$ cat src/rtl/rvfpm_pkg.sv
// rvfpm_pkg: shared entry type, head-state encoding and pointer helper for the rvfpm issue queue
package rvfpm_pkg;
  localparam int RVFPM_X_ID_WIDTH = 4;
  localparam int RVFPM_XLEN = 32;
  typedef struct packed {
    logic [31:0] instr;
    logic [RVFPM_X_ID_WIDTH-1:0] id;
    logic [RVFPM_XLEN-1:0] rs;
    logic committed;
    logic killed;
  } rvfpm_queue_entry_t;
  typedef enum logic [1:0] {HEAD_EMPTY, HEAD_WAIT, HEAD_READY, HEAD_DROP} rvfpm_head_state_t;
  function automatic int rvfpm_ptr_inc(input int ptr, input int depth);
    return (ptr == depth - 1) ? 0 : ptr + 1;
  endfunction
endpackage

$ cat src/rtl/rvfpm_issue_queue.sv
// rvfpm_issue_queue: in-order issue buffer holding offloaded FP instructions until commit or kill
module rvfpm_issue_queue
  import rvfpm_pkg::*;
#(
  parameter int X_ID_WIDTH = RVFPM_X_ID_WIDTH,
  parameter int QUEUE_DEPTH = 4,
  parameter int XLEN = RVFPM_XLEN,
  localparam int PW = $clog2(QUEUE_DEPTH),
  localparam int CW = $clog2(QUEUE_DEPTH + 1)
) (
  input  logic ck,
  input  logic rst,
  input  logic flush,
  input  logic issue_valid,
  output logic issue_ready,
  input  logic [31:0] issue_instr,
  input  logic [X_ID_WIDTH-1:0] issue_id,
  input  logic [XLEN-1:0] issue_rs,
  input  logic commit_valid,
  input  logic [X_ID_WIDTH-1:0] commit_id,
  input  logic commit_kill,
  output logic dispatch_valid,
  input  logic dispatch_ready,
  output logic [31:0] dispatch_instr,
  output logic [X_ID_WIDTH-1:0] dispatch_id,
  output logic [XLEN-1:0] dispatch_rs,
  output logic [CW-1:0] queue_count,
  output logic queue_full,
  output logic queue_empty,
  output logic [QUEUE_DEPTH*X_ID_WIDTH-1:0] queue_ids
);
  rvfpm_queue_entry_t q [QUEUE_DEPTH];
  rvfpm_queue_entry_t head_e;
  rvfpm_head_state_t head_st;
  logic [PW-1:0] head, tail;
  logic [CW-1:0] count;
  logic [QUEUE_DEPTH-1:0] hit;
  logic push, pop, new_hit;
  assign head_e = q[head];
  assign queue_count = count;
  // Classify the head entry and derive every status/dispatch output from stored state only
  always_comb begin
    head_st = (count == '0) ? HEAD_EMPTY : head_e.killed ? HEAD_DROP : head_e.committed ? HEAD_READY : HEAD_WAIT;
    queue_full = count == CW'(QUEUE_DEPTH);
    queue_empty = count == '0;
    issue_ready = !queue_full;
    dispatch_valid = head_st == HEAD_READY;
    dispatch_instr = head_e.instr;
    dispatch_id = head_e.id;
    dispatch_rs = head_e.rs;
    push = issue_valid && issue_ready;
    pop = (head_st == HEAD_READY && dispatch_ready) || head_st == HEAD_DROP;
    new_hit = commit_valid && commit_id == issue_id;
  end
  // Match the commit id against occupied slots and present ids in age order from the head
  always_comb begin
    hit = '0;
    queue_ids = '0;
    for (int i = 0; i < QUEUE_DEPTH; i++) begin
      hit[i] = commit_valid && q[i].id == commit_id && ((i - int'(head) + QUEUE_DEPTH) % QUEUE_DEPTH) < int'(count);
      if (i < int'(count)) queue_ids[i*X_ID_WIDTH +: X_ID_WIDTH] = q[(int'(head) + i) % QUEUE_DEPTH].id;
    end
  end
  // Queue storage and pointers; a same-cycle commit also resolves the entry being written at the tail
  always_ff @(posedge ck or posedge rst) begin
    if (rst) begin
      head <= '0;
      tail <= '0;
      count <= '0;
      for (int i = 0; i < QUEUE_DEPTH; i++) q[i] <= '0;
    end else if (flush) begin
      head <= '0;
      tail <= '0;
      count <= '0;
    end else begin
      for (int i = 0; i < QUEUE_DEPTH; i++)
        if (hit[i]) begin
          if (commit_kill) q[i].killed <= 1'b1;
          else q[i].committed <= 1'b1;
        end
      if (push) begin
        q[tail] <= '{instr: issue_instr, id: issue_id, rs: issue_rs, committed: new_hit && !commit_kill, killed: new_hit && commit_kill};
        tail <= PW'(rvfpm_ptr_inc(int'(tail), QUEUE_DEPTH));
      end
      if (pop) head <= PW'(rvfpm_ptr_inc(int'(head), QUEUE_DEPTH));
      count <= count + CW'(push) - CW'(pop);
    end
  end
endmodule

$ cat config.mk
export PLATFORM = sky130hd
export DESIGN_NAME = rvfpm_issue_queue
export DESIGN_NICKNAME = d
export VERILOG_FILES = /design/src/rtl/rvfpm_pkg.sv /design/src/rtl/rvfpm_issue_queue.sv
export SDC_FILE = /design/constraint.sdc
export NUM_CORES = 1
export LEC_CHECK = 0
export ABC_AREA = 1
export CAP_MARGIN = 20
export CORE_MARGIN = 8
export CORE_UTILIZATION = 56
export CTS_CLUSTER_SIZE = 25
export DETAILED_ROUTE_END_ITERATION = 7
export PLACE_DENSITY_LB_ADDON = 0.1
export SLEW_MARGIN = 20
export SYNTH_ARGS = -nofsm -noshare
export SYNTH_HDL_FRONTEND = slang
export SYNTH_SLANG_ARGS = --single-unit
$ cat constraint.sdc
create_clock -name ck -period 16.9 [get_ports ck]
set_input_delay 2.535 -clock ck [delete_from_list [all_inputs] [get_ports ck]]
set_output_delay 2.535 -clock ck [all_outputs]
set_load 0.02 [all_outputs]
Yosys cells after proc, flatten, opt, wreduce, memory -nomap -nowiden
Index checks and enable logic that the tools add are counted.
{"block": "op_classes", "reduce_logical": 28, "bitwise_logic": 14, "add_sub_neg": 14, "muxes": 49, "n_eq_ne": 10, "magnitude_cmp": 15}
{"op": "binary-select mux 70 bit (select 2 bit)", "count": 5}
{"op": "2-to-1 mux 38 bit", "count": 8}
{"op": "bitwise mux 280 bit", "count": 1}
{"op": "2-to-1 mux 212 bit", "count": 1}
{"op": "2-to-1 mux 70 bit", "count": 3}
{"op": "demux 70 bit (select 2 bit)", "count": 1}
{"op": ">= comparator 32 x 3 -> 1 bit, second input constant", "count": 4}
{"op": "inverter 32 bit", "count": 3}
{"op": "2-to-1 mux 2 bit", "count": 17}
{"op": "inverter 2 -> 32 bit", "count": 1}
{"op": "adder 3 x 4 -> 5 bit, second input constant", "count": 4}
{"op": "== test 4 bit", "count": 5}
{"op": "less-than comparator 3 x 4 -> 1 bit", "count": 4}
{"op": "2-to-1 mux 4 bit", "count": 4}
{"op": "logical AND 1 bit", "count": 14}
{"op": "OR reduction 2 bit", "count": 7}
{"op": "2-to-1 mux 1 bit", "count": 8}
{"op": ">= comparator 3 bit, second input constant", "count": 2}
{"op": "less-than comparator 1 x 3 -> 1 bit, first input constant", "count": 2}
{"op": "less-than comparator 2 x 3 -> 1 bit, first input constant", "count": 2}
{"op": "inverter 2 -> 3 bit", "count": 2}
{"op": "subtractor 1 x 2 -> 3 bit, first input constant", "count": 2}
{"op": "subtractor 2 x 2 -> 3 bit, first input constant", "count": 2}
{"op": "adder 2 x 1 -> 2 bit, second input constant", "count": 2}
{"op": "other kinds (16)", "count": 26}
{"block": "word_totals", "output_inout_bits": 91, "inputBits": 79, "register_bits": 287, "wordCells": 153}

Depth between registers and ports, before layout
{"block": "logic_depth", "ltp_word": 12, "depth_mapped": 14, "mapped_depth_nobuf": 14}

Worst setup path after synthesis
OpenSTA, ideal clock, no wires.
{"block": "synth_path", "path_kind": "register to output", "start": "register count[2], in the netlist queue_count[2]", "end": "output dispatch_valid", "arrival_ps": 1501, "t_required_ps": 14365, "path_stages_with_launch": 4, "slack_ps": 12864, "path_buffers": 1, "cell_sequence": "dfrtp_1 > buf_2 > nor3_1 > nor2_1"}
{"block": "synth_via", "elab_chain_len": 3}
{"item": "start: declaration", "line_no": "rvfpm_issue_queue.sv:36", "source": "logic [CW-1:0] count;"}
{"item": "start signal: assignment", "line_no": "rvfpm_issue_queue.sv:86", "source": "count <= count + CW'(push) - CW'(pop);"}
{"item": "logical NOT 3 bit"}
{"item": "net queue_empty", "line_no": "rvfpm_issue_queue.sv:29", "source": "output logic queue_empty,"}
{"item": "2-to-1 mux 2 bit", "line_no": "rvfpm_issue_queue.sv:43", "source": "head_st = (count == '0) ? HEAD_EMPTY : head_e.killed ? HEAD_DROP : head_e.committed ? HEAD_READY : HEAD_WAIT;"}
{"item": "== test 2 bit", "line_no": "rvfpm_issue_queue.sv:47", "source": "dispatch_valid = head_st == HEAD_READY;"}
{"item": "end: declaration", "line_no": "rvfpm_issue_queue.sv:22", "source": "output logic dispatch_valid,"}
The timed path passes the listed nets, and every way through them passes these cells.

Worst setup path in the final report
{"block": "layout_path", "start": "register head[0]", "end": "output dispatch_instr[2]"}
{"block": "layout_via", "elab_chain_len": 4}
{"item": "start: declaration", "line_no": "rvfpm_issue_queue.sv:35", "source": "logic [PW-1:0] head, tail;"}
{"item": "start signal: assignment", "line_no": "rvfpm_issue_queue.sv:85", "source": "if (pop) head <= PW'(rvfpm_ptr_inc(int'(head), QUEUE_DEPTH));"}
{"item": "inverter 2 -> 3 bit (implied by the code)", "line_no": "rvfpm_issue_queue.sv:39", "source": "assign head_e = q[head];"}
{"item": "binary-select mux 70 bit (select 2 bit)", "line_no": "rvfpm_issue_queue.sv:39"}
{"item": "2-to-1 mux 70 bit (implied by the code) (2 in series)", "line_no": "rvfpm_issue_queue.sv:39"}
{"item": "end: declaration", "line_no": "rvfpm_issue_queue.sv:24", "source": "output logic [31:0] dispatch_instr,"}
No other way between the ends. The select of a mux whose other input is x is not followed.

==> flow_metrics.py <==
metrics = {
    "cts": {
        "clock_latency_ns": 0.56,
        "postCtsSetupBuffers": 0,
        "cts_buffers": 30,
        "htree_num_levels": 1,
        "cts_tree": "yes",
        "cts.sinks": 287,
        "clk_path_buf_depth": 3,
        "clockRootBuffer": "clkbuf_16",
        "hold_buffers": 0,
        "cts_resized": 0,
        "clk_pin_slew_worst_paths_ns": 0.06,
    },
    "worst_setup_path": {
        "worstSetupStartpointType": "flip-flop",
        "crit_arrival_ns": 4.04,
        "end_kind": "primary output",
        "cp.required_ns": 14.37,
        "path_class": "reg -> out",
        "critPathMaxFanout": 82,
    },
    "timing": {
        "period_needed_ns": 6.57,
        "tightest_slew_ns": 1.11,
        "holdWs_ns": 0.480,
        "hold_viol_final": 0,
        "fmax_mhz": 152,
        "setup_viol": 0,
        "rsz0062_at_grt": "no",
        "fin_skew_ns": 0.0239,
        "fin_crit_sh_pct": 38.9,
        "slew_viol_final": 0,
        "tns_ns": 0,
        "relSlewSlack_pct": 26.0,
    },
    "route": {
        "totalWireLength_microns": 34500,
        "drtIter0Drc": 1060,
        "wl_per_cell_microns": 16.2,
        "vias": 11733,
        "via_per_inst": 5.52,
        "detail_route.first_pass.iterations": 5,
        "drtAntennaViolNets": 0,
        "drc": 0,
    },
    "final_layout": {
        "syn_to_final_growth_pct": 20.1,
        "multi_input_area_sq_um": 5270,
        "seqCellArea_sq_um": 7190,
        "nets": 1872,
        "drive_above_1_share_pct": 4.22,
        "nFillCells": 2024,
        "diodes": 0,
    },
    "status": {
        "status": "completed",
    },
    "floorplanning": {
        "die-width_microns": 171,
        "die_y_microns": 171,
        "core-area_sq_um": 24000,
        "num_io_pins": 170,
        "start_util_pct": 56.3,
        "placementRows": 57,
        "die-area_sq_um": 29400,
    },
    "logic_synthesis": {
        "synth_fp_nets": 1769,
        "syn_area_per_cell_sq_um": 8.07,
        "ys_seq_area_share_pct": 53.1,
        "ys_seq_elements": 287,
        "synth_area_leaders": "dfrtp_1 53%, o21ai_0 13%, nand2_1 12%",
        "syn_area_sq_um": 13500,
        "ys_types": 23,
        "synth.yosys.warnings": 0,
        "synthCells": 1676,
        "yosysTopAreaCell": "dfrtp_1",
        "synth_top_area_share_pct": 53.1,
    },
    "power_and_ir_drop": {
        "ir_worst_vdd_mv": 0.133,
        "power_density_nw_per_um2": 209,
        "p_leak_nw": 7.84,
    },
    "global_routing": {
        "grt_max_degree": 144,
        "grt_pass1_wl_microns": 57100,
        "grt_pass1_vias": 11290,
        "grtUsageTotal_pct": 23.6,
        "grt-ovfl-total": 0,
        "antenna_found_initial": 0,
    },
    "worst_hold_path": {
        "hold_path_class": "reg -> reg",
    },
    "placement": {
        "dp_hpwl_microns": 21100,
        "io_buffers": 169,
        "gp_congestion": 0.871,
    },
    "run": {
        "max_cap_viol_count": 0,
    },
}
==> layer usage <==
layer	track usage, %	routed length [microns]
met5	0	0
met4	5.75	733
met3	3.51	2390
met2	37.5	15700
met1	33.7	15700
==> worst max-delay path, cell delays in order (launching register included) <==
cell and delay, ns:
dfrtp_4 0.96, clkinv_2 0.83, buf_4 0.59, o21ai_0 0.30, o22ai_1 0.11, clkdlybuf4s50_1 0.56
==> cell families (layout without fill, tap and decap cells) <==
kind of cell,after synthesis,after routing,share of synthesized area (%)
DFF,287,287,53.1
and+or+nand+nor,624,624,18.1
adders and majority gates,14,14,1.35
buffers and inverters,239,366,7.93
AOI/OAI and AO/OA,512,512,19.5
==> Yosys cell counts, drive strengths merged <==
cell / number
o21ai: 433
nand2: 426
dfrtp: 287
nor2: 164
inv: 130
clkbuf: 65
o22ai: 64
buf: 43
nand3: 29
a21oi: 15
ha: 13
nand4: 4
clkinv: 1
fa: 1
nor3: 1
==> final timing paths <==
path,cells past startpoint,start,endpoint,slack [ns]
worst max-delay path,5,head[0]$_DFFE_PP0P_,dispatch_instr[2],10.33
worst min register to register,2,q[164]$_DFFE_PP0P_,q[164]$_DFFE_PP0P_,0.48
max in group asynchronous,4,rst,q[12]$_DFFE_PP0P_,12.02
min in group asynchronous,2,rst,q[251]$_DFFE_PP0P_,2.54
worst max register to register,14,head[0]$_DFFE_PP0P_,queue_count[2]$_DFF_PP0_,13.07
worst min-delay path,2,q[164]$_DFFE_PP0P_,q[164]$_DFFE_PP0P_,0.48
==> cells in the final DEF (no fill, tap or decap), types with 13 or more instances in the layout <==
cell type        instances
nand3_1                 28
nor2_1                 163
clkdlybuf4s50_1        169
a21oi_1                 15
clkbuf_16               30
o21ai_1                 81
inv_1                  126
o22ai_1                 64
ha_1                    13
dfrtp_1                285
nand2_1                421
o21ai_0                352
==> report_power, final <==
part	total, mW	switching [mW]	leakage [nW]	internal, mW
registers	1.21	0.214	3.69	1.00
logic	1.46	0.846	3.59	0.617
clock network	0.723	0.274	0.554	0.450
==> registers in the layout, summed over array words and instances, names as in the netlist <==
signal	cells
q	280
queue_count	3
head	2
tail	2
==> final cells by class <==
type | instances | area share, %
Sequential cell | 287 | 44.2
Multi-Input combinational cell | 1150 | 32.5
Clock inverter | 12 | 1.23
Tap cell | 324 | 2.49
Clock buffer | 44 | 5.62
Timing Repair Buffer | 179 | 10.9
Inverter | 131 | 3.08
==> metrics by stage <==
| step | power (mW) | instances | utilization [%] | setup slack, ns | instance area [sq um] |
|---|---|---|---|---|---|
| floorplan | 2.09 | 1676 | - | 6.44 | 13500 |
| global placement | 2.64 | 2071 | 63.0 | 10.98 | 15100 |
| detailed placement | 2.68 | 2071 | 63.0 | 10.96 | 15100 |
| CTS | 3.42 | 2127 | 67.6 | 10.36 | 16200 |
| global route | 3.64 | 2127 | 67.6 | 10.04 | 16300 |
| finish | 3.40 | 2127 | 67.6 | 10.33 | 16300 |
(Power assumes the default switching activity.)
